==> src/rtl/uart_rx_fifo_gen.sv <==
// Receive-side word FIFO with level flags, sticky overflow/underflow and a selectable read mode.
// Registered read gives data one cycle after rd_en; FWFT presents the head word whenever not empty.
module uart_rx_fifo_gen #(
  parameter int DBITS     = 8,
  parameter int DEPTH     = 32,
  parameter int AF_THRESH = 28,
  parameter int AE_THRESH = 4,
  parameter int FWFT      = 0,
  localparam int ADDR_W   = $clog2(DEPTH)
) (
  input  logic              clk,
  input  logic              areset,
  input  logic              flush,
  input  logic              wr_en,
  input  logic [DBITS-1:0]  wr_data,
  input  logic              rd_en,
  input  logic              clr_err,
  output logic [DBITS-1:0]  rd_data,
  output logic              rd_valid,
  output logic              empty,
  output logic              full,
  output logic              almost_full,
  output logic              almost_empty,
  output logic [ADDR_W:0]   level,
  output logic              overflow,
  output logic              underflow
);

  generate
    if ((DEPTH < 4) || ((DEPTH & (DEPTH - 1)) != 0)) begin : g_bad_depth
      $error("uart_rx_fifo_gen: DEPTH must be a power of 2 and >= 4");
    end
    if ((AF_THRESH < 1) || (AF_THRESH > DEPTH)) begin : g_bad_af
      $error("uart_rx_fifo_gen: AF_THRESH must be in 1..DEPTH");
    end
    if ((AE_THRESH < 0) || (AE_THRESH > DEPTH - 1)) begin : g_bad_ae
      $error("uart_rx_fifo_gen: AE_THRESH must be in 0..DEPTH-1");
    end
  endgenerate

  localparam logic [ADDR_W-1:0] PTR_ONE = ADDR_W'(1);
  localparam logic [ADDR_W:0]   LVL_ONE = (ADDR_W + 1)'(1);
  localparam logic [ADDR_W:0]   LVL_MAX = (ADDR_W + 1)'(DEPTH);
  localparam logic [ADDR_W:0]   LVL_AF  = (ADDR_W + 1)'(AF_THRESH);
  localparam logic [ADDR_W:0]   LVL_AE  = (ADDR_W + 1)'(AE_THRESH);

  logic [DBITS-1:0]  mem [DEPTH];
  logic [ADDR_W-1:0] wr_ptr;
  logic [ADDR_W-1:0] rd_ptr;
  logic [DBITS-1:0]  rd_data_q;
  logic              rd_valid_q;
  logic              rd_ok;
  logic              wr_ok;

  assign empty        = (level == '0);
  assign full         = (level == LVL_MAX);
  assign almost_full  = (level >= LVL_AF);
  assign almost_empty = (level <= LVL_AE);

  // A write into a full FIFO is still accepted when a pop frees a slot in the same cycle.
  assign rd_ok = rd_en && !empty;
  assign wr_ok = wr_en && (!full || rd_ok);

  // In FWFT mode an empty FIFO keeps showing the last popped word rather than stale memory.
  assign rd_data  = ((FWFT != 0) && !empty) ? mem[rd_ptr] : rd_data_q;
  assign rd_valid = (FWFT != 0) ? !empty : rd_valid_q;

  always_ff @(posedge clk) begin
    if (wr_ok && !flush) begin
      mem[wr_ptr] <= wr_data;
    end
  end

  always_ff @(posedge clk or negedge areset) begin
    if (!areset) begin
      wr_ptr     <= '0;
      rd_ptr     <= '0;
      level      <= '0;
      rd_data_q  <= '0;
      rd_valid_q <= 1'b0;
      overflow   <= 1'b0;
      underflow  <= 1'b0;
    end else if (flush) begin
      wr_ptr     <= '0;
      rd_ptr     <= '0;
      level      <= '0;
      rd_valid_q <= 1'b0;
    end else begin
      if (wr_ok) begin
        wr_ptr <= wr_ptr + PTR_ONE;
      end
      if (rd_ok) begin
        rd_ptr    <= rd_ptr + PTR_ONE;
        rd_data_q <= mem[rd_ptr];
      end
      rd_valid_q <= rd_ok;
      case ({wr_ok, rd_ok})
        2'b10:   level <= level + LVL_ONE;
        2'b01:   level <= level - LVL_ONE;
        default: level <= level;
      endcase
      // Set beats clear so an error in the clearing cycle is not lost.
      if (wr_en && !wr_ok) begin
        overflow <= 1'b1;
      end else if (clr_err) begin
        overflow <= 1'b0;
      end
      if (rd_en && empty) begin
        underflow <= 1'b1;
      end else if (clr_err) begin
        underflow <= 1'b0;
      end
    end
  end

endmodule

==> config.mk <==
export PLATFORM = sky130hd
export DESIGN_NAME = uart_rx_fifo_gen
export DESIGN_NICKNAME = d
export VERILOG_FILES = /design/src/rtl/uart_rx_fifo_gen.sv
export SDC_FILE = /design/constraint.sdc
export NUM_CORES = 1
export LEC_CHECK = 0
export CORE_UTILIZATION = 35
export CTS_CLUSTER_SIZE = 8
export DETAILED_ROUTE_END_ITERATION = 8
export GPL_TIMING_DRIVEN = 1
export SLEW_MARGIN = 20
export SYNTH_ARGS = -nofsm -noshare
export SYNTH_HDL_FRONTEND = slang
export SYNTH_SLANG_ARGS = --single-unit
export TNS_END_PERCENT = 1
==> constraint.sdc <==
create_clock -name clk -period 8.6 [get_ports clk]
set_input_delay 2.15 -clock clk [delete_from_list [all_inputs] [get_ports clk]]
set_output_delay 2.15 -clock clk [all_outputs]
set_load 0.05 [all_outputs]
==> results of run 1 <==
==> layer usage <==
layer	up-vias	track usage	routed length, um
li1	2729	-	-
met1	3023	0.206	11100
met2	159	0.248	12100
met3	38	0.0261	1310
met4	0	0.0450	427
met5	-	0	0
==> metrics by stage <==
| step | cell area (um^2) | total power, mW |
|---|---|---|
| 2_1_floorplan | 11600 | 2.30 |
| 3_3_place_gp | 12300 | 2.54 |
| 3_5_place_dp | 12300 | 2.55 |
| 4_1_cts | 13500 | 4.01 |
| 5_1_grt | 13500 | 4.12 |
| 6_report | 13500 | 3.97 |
==> synth_stat cells (2+ instances only) <==
library cell	number
sky130_fd_sc_hd__a21o_1	3
sky130_fd_sc_hd__mux2i_1	76
sky130_fd_sc_hd__nand3_1	4
sky130_fd_sc_hd__nand3b_1	4
sky130_fd_sc_hd__dfrtp_1	27
sky130_fd_sc_hd__buf_4	7
sky130_fd_sc_hd__nor4_1	6
sky130_fd_sc_hd__xnor2_1	2
sky130_fd_sc_hd__o211a_1	6
sky130_fd_sc_hd__ha_1	9
sky130_fd_sc_hd__clkbuf_1	9
sky130_fd_sc_hd__buf_6	6
sky130_fd_sc_hd__buf_1	2
sky130_fd_sc_hd__nand4_1	5
sky130_fd_sc_hd__nand2_1	17
sky130_fd_sc_hd__o22ai_1	23
sky130_fd_sc_hd__nor2_1	72
sky130_fd_sc_hd__mux4_2	35
sky130_fd_sc_hd__a21oi_1	7
sky130_fd_sc_hd__o21ai_0	9
sky130_fd_sc_hd__a31oi_1	2
sky130_fd_sc_hd__nor3b_1	3
sky130_fd_sc_hd__edfxtp_1	256
sky130_fd_sc_hd__nand2b_1	2
sky130_fd_sc_hd__mux2_2	2
sky130_fd_sc_hd__or3_1	3
sky130_fd_sc_hd__o21ai_1	2
sky130_fd_sc_hd__inv_1	6
sky130_fd_sc_hd__xor2_1	8
sky130_fd_sc_hd__buf_2	9
sky130_fd_sc_hd__a211oi_1	4
sky130_fd_sc_hd__nor3_2	4
sky130_fd_sc_hd__nor3_1	12
==> state kept, by name (all words and copies together) (netlist names) <==
signal,count
wr_ptr,5
rd_valid,1
overflow,1
rd_data,8
mem,256
level,6
underflow,1
rd_ptr,5
==> worst max-delay path, stage by stage <==
cell	delay [ns]
sky130_fd_sc_hd__clkdlybuf4s50_1	0.54
sky130_fd_sc_hd__inv_1	0.11
sky130_fd_sc_hd__a211oi_1	0.84
sky130_fd_sc_hd__ha_1	0.40
sky130_fd_sc_hd__a211o_1	0.33
sky130_fd_sc_hd__a21o_1	0.16
sky130_fd_sc_hd__a2111oi_0	0.39
sky130_fd_sc_hd__o21ai_1	0.13
sky130_fd_sc_hd__a31oi_1	0.17
==> cell usage in the layout (no fill, tap or decap), drive strengths merged, types with 6 or more instances in the layout <==
cell             n
clkbuf          66
nor3            16
buf             12
o21ai           11
nor4             6
edfxtp         256
mux2i           76
inv              7
clkdlybuf4s50   33
xor2             8
mux4            35
nand2           17
nor2            72
o211a            6
a21oi            8
o22ai           23
dfrtp           27
ha               9
==> kinds of logic after synthesis <==
group,after synthesis
xor+xnor,10
flops,283
buf+inv,40
fa+ha+maj,10
mux,113
simple gates,138
compound gates,69
==> final timing paths <==
| kind | slack (ns) | to | cells past startpoint |
|---|---|---|---|
| setup reg to reg | 5.30 | level[5] | 8 |
| min in group asynchronous | 2.03 | level[4] | 2 |
| max in group asynchronous | 6.24 | rd_ptr[1] | 2 |
| hold / removal | 0.48 | underflow | 2 |
| hold reg to reg | 0.48 | underflow | 2 |
| setup / recovery | 3.79 | level[5] | 9 |
==> cell type report <==
cell class,instances,area [um^2]
flip-flops and latches,283,8370
fillers,2943,19000
multi-input cells,340,2950
inverters,6,22.5
clock buffers,66,1160
well taps,442,553
repair buffers,45,418
clock inverters,2,16.3
==> power breakdown <==
part	total (mW)	internal [mW]	switching (mW)	leakage, nW
sequential	1.65	1.55	0.0977	2.65
combinational	0.865	0.358	0.507	1.15
clock	1.46	0.913	0.548	0.562
total	3.97	2.82	1.15	4.36
==> flow_summary.ini, run 1 <==
[status]
result_of_the_run = complete, no violations

[placement]
place_inst = 1116
place.port_buffers = 34
globalplace.congestion = 0.810
post-place-ws_ns = 3.23
dp_hpwl_mm = 15.1

[layout]
num_antenna_cells = 0
syn_to_final_growth_pct = 16.7
finish.net_count = 741
fin_cells = 1184
drive_gt1_frac = 0.148
util_after_layout = 0.415

[synthesis]
synth_compound_gate_area_share = 0.0437
mean_instance_size_in_the_synthesized_netlist_um2 = 17.4
ys_ff_latch = 283
ys.warnings.count = 0
synthesis.nets = 687
asyncSetResetFlopFracSynth = 0.0954
synthXorXnorAreaFrac = 0.00758
synth_top_family_by_area = multiplexers
synth.distinct_cells = 54
synth_simple_gate_area_share = 0.0568
synthFlopType = sky130_fd_sc_hd__edfxtp_1
synth_area_mm2 = 0.0116
fraction_of_the_mapped_netlist_area_in_adder_cells = 0.0115
synthTopCellsByArea = sky130_fd_sc_hd__edfxtp_1 66%, sky130_fd_sc_hd__mux4_2 6.8%, sky130_fd_sc_hd__mux2i_1 6.6%, sky130_fd_sc_hd__dfrtp_1 5.8%, sky130_fd_sc_hd__nor2_1 2.3%
synth_mux_area_frac = 0.136
synth_enable_flop_cells = 256
synthCells = 663
synthDominantAreaCellType = sky130_fd_sc_hd__edfxtp_1
ys_seq_area_frac = 0.723
synth_top_area_share = 0.665

[power]
max-vdd-ir-drop_mv = 0.125
pwr_density_cell_mw_per_mm2 = 294
power.static_leakage_nw = 4.36

[critical_path]
setup.worst_path.start_class = input port
data_required_critical_path_ns = 9.03
arrival_time_reported_for_the_critical_path_endpoint_ns = 5.24
critPathCaptureType = register
worst_flop_to_flop_path_startpoint = level[5]
crit_path_max_fanout = 6
setup.worst_path.start = rd_en
criticalPathCategory = input port to register

[drt]
via_count = 5949
first_drt_iteration_drcs = 488
route.final.wire_length_mm = 24.9
firstDrtPassIters = 7
ant_nets = 0
viasPerCell = 5.02
drc = 0
wl_per_cell_um = 21.0

[hold_path]
timing.hold.worst.class = register to register
worst_hold_startpoint = underflow

[global_route]
grt_pass1_wl_mm = 37.6
number_of_global_route_vias_before_repair = 6065
track_usage = 0.151
grt_start_max_net_pins = 42
antenna_found_initial = 0
globalRoute.totalOverflow = 0

[clock_tree]
insertion_delay_ns = 0.52
numClockSinks = 283
h-tree-depth = 2
clk_pin_slew_ns = 0.05
max-clock-path-buffers = 3
cts_buffers = 41
clock_tree.root_cell = sky130_fd_sc_hd__clkbuf_16
cts.repair.resized = 0
cts_hold_buffers = 0
cts_tree = yes
cts_setup_buffers = 0

[sta]
final_period_minus_worst_setup_slack_ns = 4.81
maxSlewHeadroom = 0.286
tightestPinTransition_ns = 1.06
finalMaxSlewViolations = 0
rsz0062_at_grt = no
final_min_period_over_clock_period = 0.560
final.setup.worst_slack_ns = 3.79
clock.fmax_mhz = 208
clock_skews_ns = 0.0173
holdWs_ns = 0.483
timing_hold_violations_final = 0
final-setup-viol-count = 0
finalSetupTns_ns = 0

[die]
placeableCoreArea_mm2 = 0.0325
dieArea_mm2 = 0.0338
die_x_um = 184
die-height_um = 184
top_level_ports = 35
rows = 66
starting_density = 0.355

[run]
cap_violations = 0
Power figures use the tool's default switching activity.
==> inputs of run 2 (changes only) <==
Clock period 8.6 ns to 4.75 ns, I/O delays scaled along.
==> flow_summary.ini, run 2 (synthesized netlist as in run 1, its figures left out) <==
[layout]
fin_area_mm2 = 0.0135
largest_reg_flops = 256
final_cell_mix = 256 x sky130_fd_sc_hd__edfxtp_1, 76 x sky130_fd_sc_hd__mux2i_1, 72 x sky130_fd_sc_hd__nor2_1
finish.net_count = 739
num_antenna_cells = 0
mostFrequentLayoutCell = sky130_fd_sc_hd__edfxtp_1
most_flops_register = mem
syn_to_final_growth_pct = 16.5
drive_gt1_frac = 0.155

[global_route]
grt_pass1_wl_mm = 39.3
antenna_found_initial = 0
globalRoute.totalOverflow = 0
grt_start_max_net_pins = 59
track_usage = 0.159
number_of_global_route_vias_before_repair = 6179

[sta]
tightestPinTransition_ns = 0.881
maxSlewHeadroom = 0.413
finalMaxSlewViolations = 0
clock.fmax_mhz = 256
final-setup-viol-count = 0
clock_skews_ns = 0.0129
finalSetupTns_ns = 0
final_min_period_over_clock_period = 0.821
final.setup.worst_slack_ns = 0.851
timing_hold_violations_final = 0
final_period_minus_worst_setup_slack_ns = 3.90
holdWs_ns = 0.491
rsz0062_at_grt = no

[drt]
drc = 0
via_count = 5979
wl_per_cell_um = 22.1
route.final.wire_length_mm = 26.2
viasPerCell = 5.06
firstDrtPassIters = 4
first_drt_iteration_drcs = 627
ant_nets = 0

[critical_path]
rrSetupSlack_ns = 1.73
setup.worst_path.start_class = register
endpoint_of_the_worst_slack_reg_to_reg_timing_path = level[5]
data_required_critical_path_ns = 3.56
criticalPathCategory = register to output port
ff2ff_path_depth = 9
worstPathCellList = nor3_2, nand3_1, inv_1, clkdlybuf4s50_1
arrival_time_reported_for_the_critical_path_endpoint_ns = 2.71
crit_path_max_fanout = 8
critical_path.max_stage_delay_ns = 0.80
worst_flop_to_flop_path_startpoint = level[0]
critical_path.slowest_cell = sky130_fd_sc_hd__clkdlybuf4s50_1
critPathCaptureType = output port

[clock_tree]
insertion_delay_ns = 0.51
numClockSinks = 283
cts.repair.resized = 0
cts_buffers = 41
clk_pin_slew_ns = 0.05
clock_tree.root_cell = sky130_fd_sc_hd__clkbuf_16
cts_hold_buffers = 0
cts_setup_buffers = 0
max-clock-path-buffers = 3
cts_tree = yes
h-tree-depth = 2

[hold_path]
worst_hold_path.num_cells = 2
worstHoldEndpoint = underflow
timing.hold.worst.class = register to register
worst_hold_startpoint = underflow

[die]
dieArea_mm2 = 0.0338
starting_density = 0.355
rows = 66
die-height_um = 184
top_level_ports = 35
placeableCoreArea_mm2 = 0.0325
die_x_um = 184

[placement]
globalplace.congestion = 0.845
dp_hpwl_mm = 15.9
post-place-ws_ns = 0.700
place.port_buffers = 34
place_area_mm2 = 0.0123

[power]
pwr_density_cell_mw_per_mm2 = 536
power.static_leakage_nw = 4.36
totalPowerFinal_mw = 7.21
max-vdd-ir-drop_mv = 0.224

[run]
cap_violations = 0

[status]
result_of_the_run = complete, no violations
## run 2: through the flow
step | util | std cells
2_1_floorplan | - | 663
3_3_place_gp | 0.377 | 1113
3_5_place_dp | 0.377 | 1113
4_1_cts | 0.413 | 1181
5_1_grt | 0.414 | 1182
6_report | 0.414 | 1182
## run 2: power by group
| group | internal (mW) | switching, mW |
|---|---|---|
| clock network | 1.65 | 0.983 |
| logic | 0.670 | 0.940 |
| registers | 2.81 | 0.162 |
## run 2: worst max-delay path by stage
stage / from / end / slack (ns) / cells after the start
floorplan: rd_en / level[5] / 1.32 / 8
global placement: rd_en / mem[10][7] / 0.75 / 6
detailed placement: rd_en / mem[27][7] / 0.70 / 6
CTS: level[0] / full / 0.86 / 4
global route: level[0] / full / 0.78 / 4
finish: level[0] / full / 0.85 / 4
## run 2: critical path: cells and delay by family, from the launching register on
kind,cells,cell delay [ns]
buffers and inverters,2,0.90
flip-flops,1,0.50
AND/OR/NAND/NOR,2,0.80
## run 2: per-layer routing
metal  part of all wire  vias to the layer above  routed length, um  global-route usage
met4              0.024                        0                624              0.0543
met3              0.060                       46               1570              0.0325
li1                   -                     2730                  -                   -
met5                  0                        -                  0                   0
met1               0.46                     3016              12200               0.230
met2               0.45                      187              11800               0.240
## run 2: cell type report
| class | count | area, um^2 |
|---|---|---|
| inverters | 6 | 22.5 |
| multi-input cells | 340 | 2950 |
| well taps | 442 | 553 |
| clock buffers | 66 | 1160 |
| clock inverters | 2 | 16.3 |
| fillers | 2932 | 19100 |
| repair buffers | 43 | 388 |
| flip-flops and latches | 283 | 8370 |
